File: src/rtl/uk101_bus_arbiter.sv
// UK101 system-bus arbiter: shares the external SRAM/ROM/UART bus between the
// 6502 CPU port and the video character-fetch port, one fixed-length access at a time.
module uk101_bus_arbiter #(
  parameter int unsigned WAIT_CYCLES = 2,       // strobe cycles per access, 1..15
  parameter logic [15:0] VID_BASE    = 16'hD000
) (
  input  logic        cpu_clk,
  input  logic        rst,

  input  logic        cpu_req,
  input  logic        cpu_we,
  input  logic [15:0] cpu_addr,
  input  logic [7:0]  cpu_wdata,
  output logic [7:0]  cpu_rdata,
  output logic        cpu_ack,

  input  logic        vid_req,
  input  logic [10:0] vid_addr,
  output logic [7:0]  vid_rdata,
  output logic        vid_ack,

  output logic [15:0] mem_addr,
  output logic [7:0]  mem_wdata,
  input  logic [7:0]  mem_rdata,
  output logic        mem_rd,
  output logic        mem_we,
  output logic        busy
);

  typedef enum logic [1:0] {
    IDLE   = 2'd0,
    ACCESS = 2'd1,
    DONE   = 2'd2
  } state_t;

  localparam logic [3:0] CNT_LOAD = 4'(WAIT_CYCLES - 1);

  state_t      state_q, state_d;
  logic        last_gnt_q, last_gnt_d;  // 0 = CPU, 1 = video; also the port owning the current access
  logic        gnt_we_q, gnt_we_d;
  logic [3:0]  cnt_q, cnt_d;
  logic [15:0] mem_addr_q, mem_addr_d;
  logic [7:0]  mem_wdata_q, mem_wdata_d;
  logic [7:0]  cpu_rdata_q, cpu_rdata_d;
  logic [7:0]  vid_rdata_q, vid_rdata_d;

  logic        grant_cpu;
  logic        grant_vid;

  // On a tie the port that did not win last time is served.
  assign grant_cpu = cpu_req && (!vid_req || last_gnt_q);
  assign grant_vid = vid_req && !grant_cpu;

  // NOTE: state uses non-blocking assignments so every register sees the
  // pre-edge values of the others, independent of statement order.
  always_ff @(posedge cpu_clk or posedge rst) begin
    if (rst) begin
      state_q     <= IDLE;
      last_gnt_q  <= 1'b1;
      gnt_we_q    <= 1'b0;
      cnt_q       <= 4'd0;
      mem_addr_q  <= 16'd0;
      mem_wdata_q <= 8'd0;
      cpu_rdata_q <= 8'd0;
      vid_rdata_q <= 8'd0;
    end else begin
      state_q     <= state_d;
      last_gnt_q  <= last_gnt_d;
      gnt_we_q    <= gnt_we_d;
      cnt_q       <= cnt_d;
      mem_addr_q  <= mem_addr_d;
      mem_wdata_q <= mem_wdata_d;
      cpu_rdata_q <= cpu_rdata_d;
      vid_rdata_q <= vid_rdata_d;
    end
  end

  // NOTE: every signal gets a hold-value default first, so no path through
  // the case statement can infer a latch.
  always_comb begin
    state_d     = state_q;
    last_gnt_d  = last_gnt_q;
    gnt_we_d    = gnt_we_q;
    cnt_d       = cnt_q;
    mem_addr_d  = mem_addr_q;
    mem_wdata_d = mem_wdata_q;
    cpu_rdata_d = cpu_rdata_q;
    vid_rdata_d = vid_rdata_q;

    case (state_q)
      IDLE: begin
        if (grant_cpu) begin
          mem_addr_d  = cpu_addr;
          mem_wdata_d = cpu_wdata;
          gnt_we_d    = cpu_we;
          last_gnt_d  = 1'b0;
          cnt_d       = CNT_LOAD;
          state_d     = ACCESS;
        end else if (grant_vid) begin
          mem_addr_d  = VID_BASE + {5'b0, vid_addr};
          mem_wdata_d = 8'd0;
          gnt_we_d    = 1'b0;
          last_gnt_d  = 1'b1;
          cnt_d       = CNT_LOAD;
          state_d     = ACCESS;
        end
      end

      ACCESS: begin
        if (cnt_q == 4'd0) begin
          state_d = DONE;
          // Read data is sampled on the final strobe edge, into the owner's register.
          if (!gnt_we_q) begin
            if (last_gnt_q) vid_rdata_d = mem_rdata;
            else            cpu_rdata_d = mem_rdata;
          end
        end else begin
          cnt_d = cnt_q - 4'd1;
        end
      end

      DONE:    state_d = IDLE;

      default: state_d = IDLE;
    endcase
  end

  // Strobes and acks decode straight from the state so reset drops them at once.
  always_comb begin
    mem_rd  = (state_q == ACCESS) && !gnt_we_q;
    mem_we  = (state_q == ACCESS) &&  gnt_we_q;
    cpu_ack = (state_q == DONE)   && !last_gnt_q;
    vid_ack = (state_q == DONE)   &&  last_gnt_q;
    busy    = (state_q != IDLE);
  end

  assign mem_addr  = mem_addr_q;
  assign mem_wdata = mem_wdata_q;
  assign cpu_rdata = cpu_rdata_q;
  assign vid_rdata = vid_rdata_q;

endmodule

File: config.mk
export PLATFORM = sky130hd
export DESIGN_NAME = uk101_bus_arbiter
export DESIGN_NICKNAME = d
export VERILOG_FILES = /design/src/rtl/uk101_bus_arbiter.sv
export SDC_FILE = /design/constraint.sdc
export NUM_CORES = 1
export LEC_CHECK = 0
export BUFFER_PORTS_ARGS = -buffer_cell sky130_fd_sc_hd__buf_2
export CAP_MARGIN = 40
export CELL_PAD_IN_SITES_DETAIL_PLACEMENT = 1
export CELL_PAD_IN_SITES_GLOBAL_PLACEMENT = 1
export CORE_MARGIN = 4
export CORE_UTILIZATION = 32
export CTS_BUF_LIST = sky130_fd_sc_hd__clkbuf_16
export DETAILED_ROUTE_END_ITERATION = 6
export GPL_ROUTABILITY_DRIVEN = 1
export PLACE_DENSITY_LB_ADDON = 0.1
export SLEW_MARGIN = 20
export SYNTH_ARGS = -nofsm -noshare
export SYNTH_HDL_FRONTEND = slang
export SYNTH_SLANG_ARGS = --single-unit
File: constraint.sdc
create_clock -name cpu_clk -period 1.64 [get_ports cpu_clk]
set_input_delay 0.082 -clock cpu_clk [delete_from_list [all_inputs] [get_ports cpu_clk]]
set_output_delay 0.082 -clock cpu_clk [all_outputs]
set_load 0.005 [all_outputs]
==> run_results.csv <==
group,metric,value,unit
power,peakVddDrop,0.598,mV
global_routing,grt_max_degree,49,
worst_setup_path,startpoint_type,"flop",
global_routing,overflow,0,
worst_setup_path,timing.critical_path.cells,"inv_2 -> ha_4 -> nor3b_4 -> and3_4 -> buf_6 -> mux2_4",
synth,synth_edf_count,0,
placed_design,place_inst,347,
timing,final_hold_viol_count,0,
synth,yosys.area.top_type,"dfrtp_1",
global_routing,track_usage,14.7,%
power,switchingPower,1.90,mW
synth,synthesis.nets,224,
timing,finalSetupViolCount,0,
timing,final.setup_skew,4.06,ps
synth,synthCells,174,
cts,clkTransAtPathRegs,60,ps
synth,syn_area,0.00215,mm^2
drt,first_iter_violations,58,
power,power_density,1880,mW/mm^2
drt,postRouteWirelength,5960,um
job,maxCapViolations,0,
synth,yosysMostFrequentCell,"dfrtp_1",
drt,wl_met2,2910,um
power,p_int,3.69,mW
cts,cts-root-buf,"clkbuf_16",
cts,cts_made_buffers,5,
timing,tightest_slew,378,ps
cts,htreeDepth,2,
synth,synthTopCellsByCount,"dfrtp_1, a21oi_1, a31oi_1, o21ai_0",
timing,holdWs,13.1,ps
placed_design,dp_hpwl,4380,um
power,seqPwrFrac,38.7,%
timing,slew_headroom,74.8,%
synth,synth_ff_type,"dfrtp_1",
worst_setup_path,end_kind,"flop",
placed_design,gp_congestion,0.750,
die,start_util,33.4,%
timing,max_freq,627,MHz
synth,syn_avg_cell_area,12.3,um^2
drt,vias,1838,
timing,tns,0,ps
synth,synth_top_cell_area_share,54.8,%
worst_setup_path,arrival,1760,ps
worst_setup_path,slowest_delay,390,ps
worst_setup_path,crit_start,"cnt_q[0]$_DFFE_PP0P_",
global_routing,antenna_found_initial,0,
global_routing,grt_pass1_vias,1945,
finish,final_nets,332,
die,core,0.00642,mm^2
worst_setup_path,r2r_start,"cnt_q[0]$_DFFE_PP0P_",
synth,synth_cell_types,37,
power,power_frac_clock,17.0,%
finish,drive_above_1_share,51.2,%
timing,rsz0062_at_grt,"yes",
worst_setup_path,worst-setup-path-type,"reg2reg",
worst_setup_path,critPathCapture,"cpu_rdata[7]$_DFFE_PP0P_",
synth,synth_area_leaders,"dfrtp_1, mux2_4, a22o_1",
status,outcome,"finished clean",
power,leakagePower,1.44,nW
drt,wl_per_cell,16.5,um
drt,route.detailed.drc,0,
synth,ys_seq_area_share,56.0,%
finish,utilization,46.3,%
global_routing,grt_first_pass_wirelength,9830,um
drt,wl_met3,407,um
drt,first_pass_iters,4,
worst_setup_path,cp_max_fo,4,
cts,numClockSinks,48,
drt,wl_met1,2600,um
placed_design,io_buffers,92,
finish,n_antenna_cell,0,
timing,slew_violations,0,
worst_setup_path,reg2reg_to,"cpu_rdata[7]$_DFFE_PP0P_",
worst_setup_path,cp_slowest_cell,"dfrtp_1",
finish,postLayoutCellArea,0.00297,mm^2
power,combinationalPowerShare,44.3,%
drt,viasPerCell,5.11,
worst_setup_path,cp.required,1800,ps
die,rows,29,
timing,period_share,97.3,%
drt,drtAntennaViolNets,0,
cts,cts_tree,"yes",
timing,fin_crit,1600,ps
die,die_w,89.9,um
worst_setup_path,worst_r2r_path_depth,6,
finish,syn_to_final_growth,38.5,%
synth,ys_ff_latch,48,
placed_design,placed_area,0.00277,mm^2
cts,insertion_delay,280,ps
synth,yosysWarnings,0,
synth,async_flop_share,100,%
cts,clk_path_buf_depth,2,
power,power.share.switching,33.9,%
die,io_pins,93,
drt,highest_layer,"met4",
worst_setup_path,rrSetupSlack,40,ps
finish,stdcell_count,360,
worst_hold_path,hp-class,"in2reg",
die,chipHeight,89.9,um
die,dieArea,0.00808,mm^2
## layout make-up
type	count	area [um^2]
well taps	77	96.3
repair buffers	111	626
multi-input cells	110	891
fillers	726	3450
clock buffers	5	125
flip-flops and latches	48	1200
inverters	6	22.5
clock inverters	3	11.3
## state kept, by name (all words and copies together) (netlist names)
signal      cells
mem_addr       16
gnt_we_q        1
cnt_q           4
vid_rdata       8
state_q         2
cpu_rdata       8
mem_wdata       8
last_gnt_q      1
## per-layer routing
metal,global-route usage (%),up-vias
met1,18.9,913
met4,3.06,0
met5,0,-
li1,-,861
met3,4.59,5
met2,24.6,59
## logic make-up (layout without fill, tap and decap cells)
| logic type | after synthesis | in the layout | share of synthesized area (%) |
|---|---|---|---|
| AOI/OAI and AO/OA | 57 | 57 | 17.5 |
| DFF | 48 | 48 | 56.0 |
| and+or+nand+nor | 35 | 35 | 12.2 |
| muxes | 16 | 16 | 9.79 |
| buffers and inverters | 16 | 125 | 3.32 |
| adders and majority gates | 2 | 2 | 1.17 |
## worst min path at each step
| stage | startpoint | to | cells past startpoint |
|---|---|---|---|
| 3_5_place_dp | rst | vid_rdata[7]$_DFFE_PP0P_ | 3 |
| 5_1_grt | cpu_wdata[5] | mem_wdata[5]$_DFFE_PP0P_ | 2 |
| 4_1_cts | cpu_addr[13] | mem_addr[13]$_DFFE_PP0P_ | 2 |
| 6_report | cpu_addr[15] | mem_addr[15]$_DFFE_PP0P_ | 2 |
| 3_3_place_gp | rst | vid_rdata[3]$_DFFE_PP0P_ | 3 |
| 2_1_floorplan | cpu_addr[12] | mem_addr[12]$_DFFE_PP0P_ | 1 |
## power groups by stage
stage	clock network (mW)	logic, mW	registers [mW]
after floorplan	0	1.30	2.18
after global placement	0	2.35	2.17
after detailed placement	0	2.42	2.17
after CTS	0.985	2.44	2.17
after global routing	1.04	2.75	2.24
final	0.951	2.47	2.16
## critical path: cells and delay by family (launching register included)
family	cells	cell delay, ps
simple gates	2	450
flops	1	390
mux	1	290
buf+inv	2	210
fa+ha+maj	1	140
## stage by stage
step / power [mW] / worst slack, ps
2_1_floorplan: 3.49 / 25.0
3_3_place_gp: 4.52 / 68.8
3_5_place_dp: 4.59 / 0.238
4_1_cts: 5.60 / -3.55
5_1_grt: 6.03 / -24.1
6_report: 5.58 / 44.2
## cell usage in the layout (no fill, tap or decap), drive strengths merged, types with 3 or more instances in the layout
cell type,instances
nor2,4
clkbuf,5
o21ai,12
a21oi,12
nand2,3
nand3b,11
mux2,16
a22o,11
o22a,3
a31oi,12
buf,110
nor3b,4
dfrtp,47
inv,8
## what timing repair did
item	4_1_cts	5_1_grt
pin swaps	0	1
hold buffers	1	0
gates resized for setup	1	6
cloned	0	0
setup buffers	1	3
endpoints found under the setup margin	8	17
endpoints found under the hold margin	47	0
(Power assumes the default switching activity.)
